===== src/rtl/bcd_pkg.sv =====
`default_nettype none
// ============================================================================
// Module   : bcd_pkg
// Brief    : Shared BCD digit width, bounds and digit type.
// Revision : 1.0 - initial release
// ============================================================================
package bcd_pkg;

    localparam int BCD_W = 4;
    localparam logic [BCD_W-1:0] BCD_MAX = 4'd9;
    localparam logic [BCD_W-1:0] BCD_MIN = 4'd0;

    typedef logic [BCD_W-1:0] digit_t;

endpackage : bcd_pkg
`default_nettype wire


===== src/rtl/bcd_digit.sv =====
`default_nettype none
// ============================================================================
// Module   : bcd_digit
// Brief    : One BCD decade with load, increment and decrement, plus carry/borrow.
// Revision : 1.0 - initial release
// ============================================================================
module bcd_digit
    import bcd_pkg::*;
(
    input  logic   clk,
    input  logic   rst_asyn,
    input  logic   inc,
    input  logic   dec,
    input  logic   load,
    input  digit_t load_digit,
    output digit_t digit,
    output logic   carry,
    output logic   borrow
);

    // Carry/borrow are combinational so the whole chain settles in one cycle.
    assign carry  = inc && (digit == BCD_MAX);
    assign borrow = dec && (digit == BCD_MIN);

    always_ff @(posedge clk or negedge rst_asyn) begin
        if (!rst_asyn) begin
            digit <= BCD_MIN;
        end else if (load) begin
            digit <= (load_digit > BCD_MAX) ? BCD_MIN : load_digit;
        end else if (inc) begin
            digit <= (digit >= BCD_MAX) ? BCD_MIN : digit + 4'd1;
        end else if (dec) begin
            digit <= (digit == BCD_MIN || digit > BCD_MAX) ? BCD_MAX : digit - 4'd1;
        end
    end

endmodule : bcd_digit
`default_nettype wire


===== src/rtl/bcd_updown_counter.sv =====
`default_nettype none
// ============================================================================
// Module   : bcd_updown_counter
// Brief    : Cascaded DIGITS-decade BCD up/down counter with load and tc pulse.
//            Define BCD_SATURATE_EN to saturate at the bounds instead of wrapping.
// Revision : 1.0 - initial release
// ============================================================================
module bcd_updown_counter
    import bcd_pkg::*;
#(
    parameter int DIGITS = 4
) (
    input  logic                  clk,
    input  logic                  rst_asyn,
    input  logic                  en,
    input  logic                  up,
    input  logic                  load,
    input  logic [4*DIGITS-1:0]   load_val,
    output logic [4*DIGITS-1:0]   Q_out,
    output logic                  tc,
    output logic                  load_err
);

    digit_t      digits [DIGITS];
    logic [DIGITS:0] inc_chain;
    logic [DIGITS:0] dec_chain;

    logic step_up;
    logic step_dn;
    logic hi_max;
    logic hi_min;
    logic bad_digit;
    logic tc_next;

    assign step_up = en && up && !load;
    assign step_dn = en && !up && !load;

    // hi_* look only at digits above digit 0; they detect the bound one step away.
    always_comb begin
        hi_max    = 1'b1;
        hi_min    = 1'b1;
        bad_digit = 1'b0;
        for (int i = 1; i < DIGITS; i++) begin
            hi_max = hi_max && (digits[i] == BCD_MAX);
            hi_min = hi_min && (digits[i] == BCD_MIN);
        end
        for (int i = 0; i < DIGITS; i++) begin
            bad_digit = bad_digit || (load_val[BCD_W*i +: BCD_W] > BCD_MAX);
        end
    end

`ifdef BCD_SATURATE_EN
    logic all_max;
    logic all_min;

    assign all_max      = hi_max && (digits[0] == BCD_MAX);
    assign all_min      = hi_min && (digits[0] == BCD_MIN);
    assign inc_chain[0] = step_up && !all_max;
    assign dec_chain[0] = step_dn && !all_min;
    assign tc_next      = (step_up && hi_max && (digits[0] == BCD_MAX - 4'd1)) ||
                          (step_dn && hi_min && (digits[0] == BCD_MIN + 4'd1));
`else
    assign inc_chain[0] = step_up;
    assign dec_chain[0] = step_dn;
    assign tc_next      = inc_chain[DIGITS] || dec_chain[DIGITS];
`endif

    generate
        for (genvar g = 0; g < DIGITS; g++) begin : g_digit
            bcd_digit u_digit (
                .clk        (clk),
                .rst_asyn   (rst_asyn),
                .inc        (inc_chain[g]),
                .dec        (dec_chain[g]),
                .load       (load),
                .load_digit (load_val[BCD_W*g +: BCD_W]),
                .digit      (digits[g]),
                .carry      (inc_chain[g+1]),
                .borrow     (dec_chain[g+1])
            );
            assign Q_out[BCD_W*g +: BCD_W] = digits[g];
        end
    endgenerate

    always_ff @(posedge clk or negedge rst_asyn) begin
        if (!rst_asyn) begin
            tc       <= 1'b0;
            load_err <= 1'b0;
        end else begin
            tc       <= tc_next;
            load_err <= load && bad_digit;
        end
    end

endmodule : bcd_updown_counter
`default_nettype wire


===== config.mk =====
export PLATFORM = sky130hd
export DESIGN_NAME = bcd_updown_counter
export DESIGN_NICKNAME = d
export VERILOG_FILES = /design/src/rtl/bcd_pkg.sv /design/src/rtl/bcd_digit.sv /design/src/rtl/bcd_updown_counter.sv
export SDC_FILE = /design/constraint.sdc
export NUM_CORES = 1
export LEC_CHECK = 0
export CAP_MARGIN = 20
export CELL_PAD_IN_SITES_DETAIL_PLACEMENT = 1
export CELL_PAD_IN_SITES_GLOBAL_PLACEMENT = 1
export CORE_MARGIN = 2
export CORE_UTILIZATION = 38
export DETAILED_ROUTE_END_ITERATION = 12
export GPL_ROUTABILITY_DRIVEN = 0
export PLACE_DENSITY_LB_ADDON = 0.1
export SKIP_CTS_REPAIR_TIMING = 1
export SLEW_MARGIN = 30
export SYNTH_ARGS = -nofsm -noshare
export SYNTH_HDL_FRONTEND = slang
export SYNTH_SLANG_ARGS = --single-unit

===== constraint.sdc =====
create_clock -name clk -period 2.4 [get_ports clk]
set_input_delay 0.36 -clock clk [delete_from_list [all_inputs] [get_ports clk]]
set_output_delay 0.36 -clock clk [all_outputs]
set_load 0.02 [all_outputs]

; Yosys cells after proc, flatten, opt, wreduce, memory -nomap -nowiden
; Index checks and enable logic that the tools add are counted.
[totals]
word_cells = 85
register_bits = 18
output_inout_bits = 18
inputBits = 21
[classes]
n_reduce_logical = 31
addsub = 8
n_eq_ne = 4
muxes = 24
order_cmp = 12
[op_table]
columns = op, count
row1 = 4-bit 2-to-1 mux, 24
row2 = "4-bit greater-than comparator, second input constant", 8
row3 = "4-bit by 1-bit adder with 4-bit output, second input constant", 4
row4 = "4-bit == test, second input constant", 4
row5 = "4-bit greater-or-equal comparator, second input constant", 4
row6 = 4-bit zero test, 4
row7 = "4-bit by 1-bit subtractor with 4-bit output, second input constant", 4
row8 = 1-bit logical AND, 13
row9 = 3-bit nonzero test, 4
row10 = 1-bit logical OR, 8
row11 = 1-bit zero test, 2

; Longest topological paths before layout
[depth]
depth_word = 9
mapped_depth = 8

; Modules after synthesis
; Synthesis repeated with hierarchy kept, for this count alone.
[hier_totals]
cells_unflattened = 227
area_unflattened_um2 = 1799.2
[by_module_without_submodules]
columns = module, seq_area_each_um2, area_per_inst_um2, cells_each, n_inst
row1 = bcd_digit, 100.1, 424.2, 54, 4
row2 = bcd_updown_counter, 50.0, 102.6, 11, 1

; Worst setup path before layout
; OpenSTA, ideal clock, no wires.
[synth_timing]
path_type = reg2reg
start = reg g_digit[0].u_digit.digit[0]
end = reg g_digit[3].u_digit.digit[1]
path_stages_with_launch = 8
setup_ns = 0.134
synth_period_minus_slack_ns = 2.044
path_slack_ns = 0.356
required_ns = 2.266
n_path_buf = 0
arrival_ns = 1.910
cell_sequence = dfrtp_1 > inv_1 > ha_1 > or3b_4 > nor4b_4 > nor2_1 > a32oi_1 > o31ai_1
[synth_via]
elab_chain_cells = 6
[synth_lines]
columns = item, line_no
row1 = start: declaration, bcd_digit.sv:16  ; output digit_t digit,
row2 = start signal: assignment, bcd_digit.sv:29  ; digit <= (load_digit > BCD_MAX) ? BCD_MIN : load_digit;
row3 = start signal: assignment, bcd_digit.sv:31  ; digit <= (digit >= BCD_MAX) ? BCD_MIN : digit + 4'd1;
row4 = start signal: assignment, bcd_digit.sv:33  ; digit <= (digit == BCD_MIN || digit > BCD_MAX) ? BCD_MAX : digit - 4'd1;
row5 = 4-bit == test, bcd_digit.sv:22  ; assign carry = inc && (digit == BCD_MAX);
row6 = 1-bit logical AND (3 in a row), bcd_digit.sv:22
row7 = 4-bit 2-to-1 mux, bcd_digit.sv:30  ; end else if (inc) begin
row8 = 4-bit 2-to-1 mux, bcd_digit.sv:28  ; end else if (load) begin
row9 = end signal: assignment, bcd_digit.sv:29
row10 = end signal: assignment, bcd_digit.sv:31
row11 = end signal: assignment, bcd_digit.sv:33
row12 = end: declaration, bcd_digit.sv:16
; Several ways; a longest one is shown, not always the timed one.
; A chain may end at the register's enable or synchronous reset.

; Worst setup path in the final report
[layout_timing]
start = reg g_digit[0].u_digit.digit[0]
end = reg g_digit[2].u_digit.digit[2]
[layout_via]
elab_chain_cells = 5
[layout_lines]
columns = item, line_no
row1 = 4-bit == test, bcd_digit.sv:22
row2 = 1-bit logical AND (2 in a row), bcd_digit.sv:22
row3 = 4-bit 2-to-1 mux, bcd_digit.sv:30
row4 = 4-bit 2-to-1 mux, bcd_digit.sv:28
row5 = end signal: assignment, bcd_digit.sv:29
row6 = end signal: assignment, bcd_digit.sv:31
row7 = end signal: assignment, bcd_digit.sv:33
row8 = end: declaration, bcd_digit.sv:16
; Several ways; a longest one is shown, not always the timed one.

==> results.ini <==
[final_layout]
drive_gt1_share_pct=9.02
utilization_pct=52.4
nets=293
diodes=0
area.growth.synth_to_final_pct=30.1

[timing]
finClkSkew_ps=4.92
finalSetupViolCount=0
post-route-period-util_pct=87.4
setup_tns_ps=0
slew_violations=0
slew_headroom_pct=66.1
rsz0062_at_grt=false
hold_viol=0
period_minus_slack_ps=2100
fmax_ghz=0.477
worst_pin_slew_ps=506

[power_and_ir_drop]
p_leak_nw=0.949
power.share.clock_pct=17.2
p_per_area_mw_per_mm2=646
switching_share_pct=41.6
p_int_mw=0.873
p_seq_share_pct=29.6
p_comb_share_pct=53.1
switchingPower_mw=0.621
max-vdd-ir-drop_mv=0.394
p_total_mw=1.49

[route]
antenna_left=0
drt_wl_total_um=5150
first_iter_violations=78
wl_per_cell_um=16.8
num_vias=1813
drc=0
drtPass1Iterations=4
via_per_inst=5.91

[setup_path]
cp.required_ps=2550
worst-path-max-fanout=9
crit_path_start_kind=register
critPathArrivalTime_ps=2240
endpoint_kind=register
worstSetupPathType=reg2reg
reg2regPathDepth=7

[logic_synthesis]
ys.flop_type=dfrtp_1
synth.distinct_cells=55
syn_inst=212
ys_async_sr_fraction_pct=100
syn_nets=249
ys_warn_count=0
synth_edf_count=0
synth_area_mm2=0.00178
synth.top_cells.by_area=dfrtp_1 (25%), ha_1 (11%), o21ai_0 (4.2%)
synth_top_area_share_pct=25.4
ys_ff_latch=18
yosysTopAreaCell=dfrtp_1
postSynthAreaPerCell_um2=8.38
synth_seq_area_share_pct=25.4

[global_routing]
antenna_found_initial=0
grt_max_degree=28
grt_pass1_vias=1853
overflow=0
gr-usage-all-layers_pct=20.4
grt_pass1_wl_um=8670

[clock_tree]
cts_buffers=3
path_clk_slew_ps=80
clockBufferDepth=2
cts_tree=built
h-tree-depth=1
cts_num_sinks=18
cts-root-buf=clkbuf_8
clock_latency_ps=260

[floorplan]
io_pins=39
num_rows=24
dieArea_mm2=0.00524
die_width_um=72.4
core-area_mm2=0.00441
dieHeight_um=72.4
start_util_pct=40.2

[job]
cap_violations=0

[placement]
io_buffer_count=38
hpwlAfterDp_um=3950

[worst_hold_path]
holdCritPathClass=in2async

[run_status]
outcome=completed

-- cell type report --
class	instances	area, µm²
tap	52	65.1
timing repair buffer	50	470
fill	539	2100
multi-input combinational	167	1210
inverter	16	60.1
clock buffer	4	55.1
sequential	18	450
-- sequential cells by signal (all words and copies together) (netlist names) --
signal	count
tc	1
load_err	1
g_digit.u_digit.digit	16
-- layer usage --
metal | part of all wire [%] | global-route usage [%]
met4 | 0.25 | 1.23
met3 | 3.2 | 3.06
met5 | 0 | 0
met1 | 46 | 27.3
met2 | 50 | 36.4
-- worst paths after layout --
check | endpoint | start | slack [ps]
min | g_digit[1].u_digit.digit[2] | rst_asyn | 440
min reg2reg | tc | g_digit[3].u_digit.digit[2] | 620
max reg2reg | g_digit[2].u_digit.digit[2] | g_digit[0].u_digit.digit[0] | 300
max | g_digit[2].u_digit.digit[2] | g_digit[0].u_digit.digit[0] | 300
min in group clk | tc | g_digit[3].u_digit.digit[2] | 620
max in group asynchronous | g_digit[3].u_digit.digit[2] | rst_asyn | 1750
-- critical path, stage by stage (launching register included) --
cell and delay, ps:
dfrtp_1 480, inv_1 120, ha_1 140, or3b_4 410, nor3_2 240, or3_1 250
o21ai_0 110, a22o_1 230
-- power groups by stage --
stage	Sequential (mW)	Clock, mW	Combinational [mW]
5_1_grt	0.454	0.279	0.880
4_1_cts	0.444	0.268	0.803
6_report	0.443	0.258	0.794
2_1_floorplan	0.496	0	0.449
3_5_place_dp	0.449	0	0.797
3_3_place_gp	0.448	0	0.785
-- cell families after synthesis --
family	synth area share (%)
AO/OA/AOI/OAI	28.2
XOR/XNOR	3.94
adder cells (fa/ha/maj)	11.3
buffers and inverters	6.48
flip-flops	25.4
multiplexers	1.13
AND/OR/NAND/NOR	23.6
-- layout by cell type, fill, tap and decap left out, types with 2 or more instances in the layout --
cell	n
mux2i_1	2
a32oi_1	6
nand3b_1	5
dfrtp_1	18
nand4_1	2
nor2_1	15
a22oi_1	2
ha_1	16
or3_1	2
nand2_1	5
nand3_1	6
o22ai_1	2
inv_1	16
o31ai_1	5
o21ai_0	15
buf_4	12
nor3_2	2
a31oi_1	6
o311ai_0	2
a21oi_1	10
a311oi_1	3
clkdlybuf4s50_1	38
nor3_1	10
a21boi_0	4
nor4_1	3
xor2_1	5
o21bai_1	4
nand2b_1	7
clkbuf_8	4
nor3b_1	3
xnor2_1	3
-- metrics by stage --
step,worst slack (ps),area (µm²),hold WS [ps],instances
2_1_floorplan,356,1780,64.4,212
3_3_place_gp,226,2260,610,303
3_5_place_dp,194,2260,613,303
4_1_cts,285,2310,447,307
5_1_grt,93.5,2310,466,307
6_report,303,2310,440,307
-- cells in the mapped netlist (all sizes together) (2+ instances only) --
library cell,n
buf,5
nand3b,6
nor3,12
nand2b,7
o311ai,3
or3b,2
ha,16
nand4,2
nand3,6
o22ai,2
o21ai,16
mux2i,2
or3,2
dfrtp,18
clkbuf,6
a21boi,4
inv,16
nand2,5
nor2,15
xnor2,3
o21bai,4
a22oi,2
o31ai,5
nor3b,3
a32oi,6
xor2,5
nor4,4
a31oi,6
a21oi,10
a311oi,3
Power figures use the tool's default switching activity.
==> variant 1: new RTL, same flow settings <==
Add a define of `BCD_SATURATE_EN`.
--- a/src/rtl/bcd_updown_counter.sv
+++ b/src/rtl/bcd_updown_counter.sv
@@ -7,2 +7,4 @@
 // ============================================================================
+`define BCD_SATURATE_EN
+
 module bcd_updown_counter
Formal check against the unedited RTL: not equivalent (a bounded check fails within 4 cycles, from zero or initial values and one cycle with rst_asyn low).
==> variant 1 against the unedited design <==
  * Synthesized cell count up 19%
  * Sequential cell count unchanged
  * Synthesized area up 14%
  * Cell count rose by 19%
  * Design area up 12%
  * Count of clock-buffer cells in the layout decreased by 1
  * Setup slack worse by 0.13 ns
  * Total power grew 5.5%
  * Non-clock buffer count grew 4
  * Routed wire length grew 12%
==> variant 1: results <==
[power]
vdd_ir_drop_max_v = 0.0002980
leakagePower_nw = 1.117
switchingPower_w = 0.0006861

[setup_path]
regToRegSetupSlack_ns = 0.17
crit_fanout = 9
critPathArrivalTime_ns = 2.38
r2r_start = g_digit[2].u_digit.digit[0]
reg2reg_to = g_digit[0].u_digit.digit[0]
r2r_cells = 8

[global_route]
grt_pass1_wl_um = 10290
use_met1_pct = 29.25
grt_usage_pct = 20.92
grt_pass1_vias = 2145
top_usage_layer = met2
grt_max_degree = 19
gr-usage-met3_pct = 2.235
grt_use_met2_pct = 34.35
antenna_found_initial = 0

[cells_and_area]
drive_above_1_share_pct = 12.20
reg_top3 = g_digit.u_digit.digit x16, load_err x1, tc x1
antenna_cells = 0
fin_nets = 333

[worst_hold_path]
hold_class = input port to async pin

[place]
placed_area_sq_um = 2530
hpwl_um = 4476
port_buffers = 38

[sta]
slew_headroom_pct = 66.38
skew_ns = 0.004177
whs_ns = 0.4341
hold_violations = 0
tns_ns = 0

[synthesis]
async_reset_ff_share_pct = 100.0
yosys-top-cells-count = nor2_1, nand2_1, dfrtp_1
seq_area_frac_synth_pct = 22.15
synth.area.top_cells = dfrtp_1, ha_1, nor2_1
yosysUniqueCellTypes = 53
ys.warnings.count = 0
synth_nets = 289

[clocking]
max-clock-path-buffers = 2
clk-insertion-delay-late_ns = 0.26
path_clk_slew_ns = 0.08
numCtsBuffers = 3

[route]
vias = 2009
drt_iter0_drc = 102
wl_per_cell_um = 15.82

[outcome]
status = finished, final reports clean
variant 1: cell types whose count changed in the layout (fill, tap and decap cells not counted), sizes merged, moves of 6 or more:
cell    unedited run  this run
nor2              15        26
nand2              5        24
o21ai             16        10
o211ai             0         6
a32oi              6         0
variant 1: cells by family (layout without fill, tap and decap cells):
logic type	Yosys count	in the layout	synth area share, %
AO/OA/AOI/OAI	73	73	25.11
XOR/XNOR	4	4	1.723
adder cells (fa/ha/maj)	15	15	9.231
buffers and inverters	27	69	6.707
flip-flops	18	18	22.15
multiplexers	2	2	0.9847
AND/OR/NAND/NOR	114	114	34.09
variant 1: cell type report:
class,instances,area (sq um)
Multi-Input combinational cell,208,1455
Timing Repair Buffer,54,500.5
Fill cell,661,2559
Sequential cell,18,451.7
Tap cell,70,87.58
Inverter,12,45.04
Clock buffer,3,41.29
variant 1: per-layer routing:
metal / vias to the layer above / wire (um)
li1: 1015 / -
met1: 951 / 2803
met2: 36 / 2734
met3: 7 / 166
met4: 0 / 71
met5: - / 0
variant 1: worst max-delay path by stage:
stage | from | endpoint | slack, ns
after floorplan | g_digit[2].u_digit.digit[0] | g_digit[0].u_digit.digit[1] | 0.21
after global placement | g_digit[2].u_digit.digit[0] | g_digit[0].u_digit.digit[0] | 0.14
after detailed placement | g_digit[2].u_digit.digit[0] | g_digit[0].u_digit.digit[0] | 0.10
after CTS | g_digit[2].u_digit.digit[0] | g_digit[0].u_digit.digit[0] | 0.05
after global routing | g_digit[2].u_digit.digit[0] | g_digit[0].u_digit.digit[0] | 0.01
final | g_digit[2].u_digit.digit[0] | g_digit[0].u_digit.digit[0] | 0.17
variant 1: per-stage QoR:
step                setup WS (ns)  std cells
floorplan                  0.2125        253
finish                     0.1683        365
detailed placement         0.1018        362
global placement           0.1386        362
global route              0.01216        365
CTS                       0.05068        365
variant 1: power by group through the flow:
stage | registers (W) | clock network (W) | logic (W)
after floorplan | 0.000492 | 0 | 0.000558
after global placement | 0.000490 | 0 | 0.000855
after detailed placement | 0.000493 | 0 | 0.000863
after CTS | 0.000486 | 0.000235 | 0.000867
after global routing | 0.000506 | 0.000239 | 0.000962
final | 0.000487 | 0.000227 | 0.000863
variant 1: worst max-delay path, stage by stage, from the launching register on:
cell and delay (ns):
dfrtp_2 0.49, inv_1 0.14, ha_1 0.18, nor3b_4 0.24, and3_4 0.25, a21oi_1 0.07, or3_1 0.47, o22ai_1 0.21
nor2_1 0.06
==> variant 2: new RTL, same flow settings <==
Made on the original files. Reset style: synchronous (`rst_asyn`), changed in 2 clocked blocks.
--- a/src/rtl/bcd_digit.sv
+++ b/src/rtl/bcd_digit.sv
@@ -24,3 +24,3 @@
 
-    always_ff @(posedge clk or negedge rst_asyn) begin
+    always_ff @(posedge clk) begin
         if (!rst_asyn) begin
--- a/src/rtl/bcd_updown_counter.sv
+++ b/src/rtl/bcd_updown_counter.sv
@@ -84,3 +84,3 @@
 
-    always_ff @(posedge clk or negedge rst_asyn) begin
+    always_ff @(posedge clk) begin
         if (!rst_asyn) begin
Formal check against the unedited RTL: differs if rst_asyn is asserted again (counterexample within 4 cycles, from zero or initial values and one cycle with rst_asyn low); with rst_asyn held inactive, the same outputs for 10 cycles.
==> variant 2 against the unedited design <==
  * Count of clock-buffer cells in the layout fell by 1
  * Synthesized area rose by 5.4%
  * Total power fell by 33%
  * Design area rose by 3.6%
  * Routed wire length rose by 9.2%
  * Clock power fell by 11%
  * Sequential cell count did not move
  * Setup slack got worse by 0.059 ns
==> variant 2: results <==
[place]
hpwl_um = 4437
place_ws_ns = -0.007009
port_buffers = 38

[cells_and_area]
drive_above_1_share_pct = 12.46
fillCellCount = 587
stdcell_count = 348
fin_nets = 320
antenna_cells = 0
reg_top3 = g_digit.u_digit.digit x16, load_err x1, tc x1

[synthesis]
synth-adder-area-share_pct = 10.70
seq_area_frac_synth_pct = 19.25
ys.warnings.count = 0
yosysUniqueCellTypes = 57
async_reset_ff_share_pct = 0
synth_nets = 273
synthMuxAreaShare_pct = 1.203
synth_compound_area_share_pct = 27.07
yosys.area_share.xor_xnor_pct = 3.275
synth.avg_cell_area_sq_um = 7.931
synth.area.top_cells = dfxtp_1, ha_1, a21oi_1
yosys-top-cells-count = dfxtp_1, a21oi_1, ha_1, nor2_1, o21ai_0

[setup_path]
crit_fanout = 11
slowest_delay_ns = 0.34
r2r_start = g_digit[1].u_digit.digit[1]
slowest_stage = dfxtp_1
critPathArrivalTime_ns = 2.32
crit_family = simple AND/OR/NAND/NOR gates
critPathKind = register to register

[global_route]
grt_usage_pct = 21.58
grt_max_degree = 21
grt_pass1_wl_um = 9287
grt_pass1_vias = 1904
antenna_found_initial = 0

[route]
drt_iter0_drc = 129
dr.max_layer_used = met4
viasPerCell = 5.572
wl_met3_um = 181
wl_um = 5624
first_pass_iters = 4
wl_met2_um = 2666
drc = 0
routedLengthMet1_um = 2730

[sta]
tightest_slew_ns = 0.4189
skew_ns = 0.009263

[clocking]
max-clock-path-buffers = 2
numCtsBuffers = 3
root_buffer = clkbuf_8
path_clk_slew_ns = 0.08
h-tree-depth = 1
clk-insertion-delay-late_ns = 0.26

[power]
vdd_ir_drop_max_v = 0.0002496
leakagePower_nw = 0.9597
switching_share_pct = 36.71

[worst_hold_path]
hold_class = register to register
hold_path_startpoint = g_digit[2].u_digit.digit[3]

[outcome]
status = finished, final reports clean
[variant 2: cell count changes after synthesis, moves of 6 or more]
| cell | unedited run | this run |
|---|---|---|
| a32oi_1 | 6 | 0 |
| dfxtp_1 | 0 | 18 |
| dfrtp_1 | 18 | 0 |
| a21oi_1 | 10 | 16 |
[variant 2: final timing paths]
check	to	slack [ns]	cells past startpoint
worst max-delay path	g_digit[3].u_digit.digit[3]	0.24	8
worst min-delay path	g_digit[2].u_digit.digit[3]	0.64	2
worst max register to register	g_digit[3].u_digit.digit[3]	0.24	8
worst min register to register	g_digit[2].u_digit.digit[3]	0.64	2
[variant 2: cell families after synthesis]
| group | Yosys count |
|---|---|
| AOI/OAI and AO/OA | 74 |
| muxes | 2 |
| and+or+nand+nor | 89 |
| xor gates and xnor gates | 7 |
| adders and majority gates | 16 |
| buffers and inverters | 30 |
| DFF | 18 |
[variant 2: worst register-to-register path, delay by kind of cell, from the launching register on]
| family | cells | cell delay [ns] |
|---|---|---|
| buffers and inverters | 2 | 0.38 |
| adder cells (fa/ha/maj) | 1 | 0.23 |
| flip-flops | 1 | 0.34 |
| AND/OR/NAND/NOR | 4 | 0.85 |
| AO/OA/AOI/OAI | 1 | 0.26 |
[variant 2: metal layers]
metal | up-vias | GRT usage [%]
met5 | - | 0
met4 | 0 | 5.253
met3 | 4 | 2.304
met2 | 37 | 36.31
met1 | 932 | 29.60
li1 | 966 | -
[variant 2: layout make-up]
cell class	instances	area [sq um]	area share [%]
Timing Repair Buffer	56	515.5	21.53
Tap cell	67	83.83	3.501
Inverter	16	60.06	2.508
Multi-Input combinational cell	188	1334	55.69
Clock buffer	3	41.29	1.724
Sequential cell	18	360.3	15.05
[variant 2: power by group through the flow]
stage,Sequential (W),Combinational [W],Clock (W)
after detailed placement,0.000363,0.000411,0
after CTS,0.000356,0.000414,0.000232
after floorplan,0.000371,0.000251,0
after global placement,0.000362,0.000407,0
after global routing,0.000361,0.000454,0.000245
final,0.000355,0.000412,0.000230
[variant 2: stage by stage]
stage	instance area, sq um	hold WS, ns
2_1_floorplan	1872	0.4686
3_3_place_gp	2354	0.6135
3_5_place_dp	2354	0.6359
4_1_cts	2395	0.6494
5_1_grt	2395	0.6812
6_report	2395	0.6365
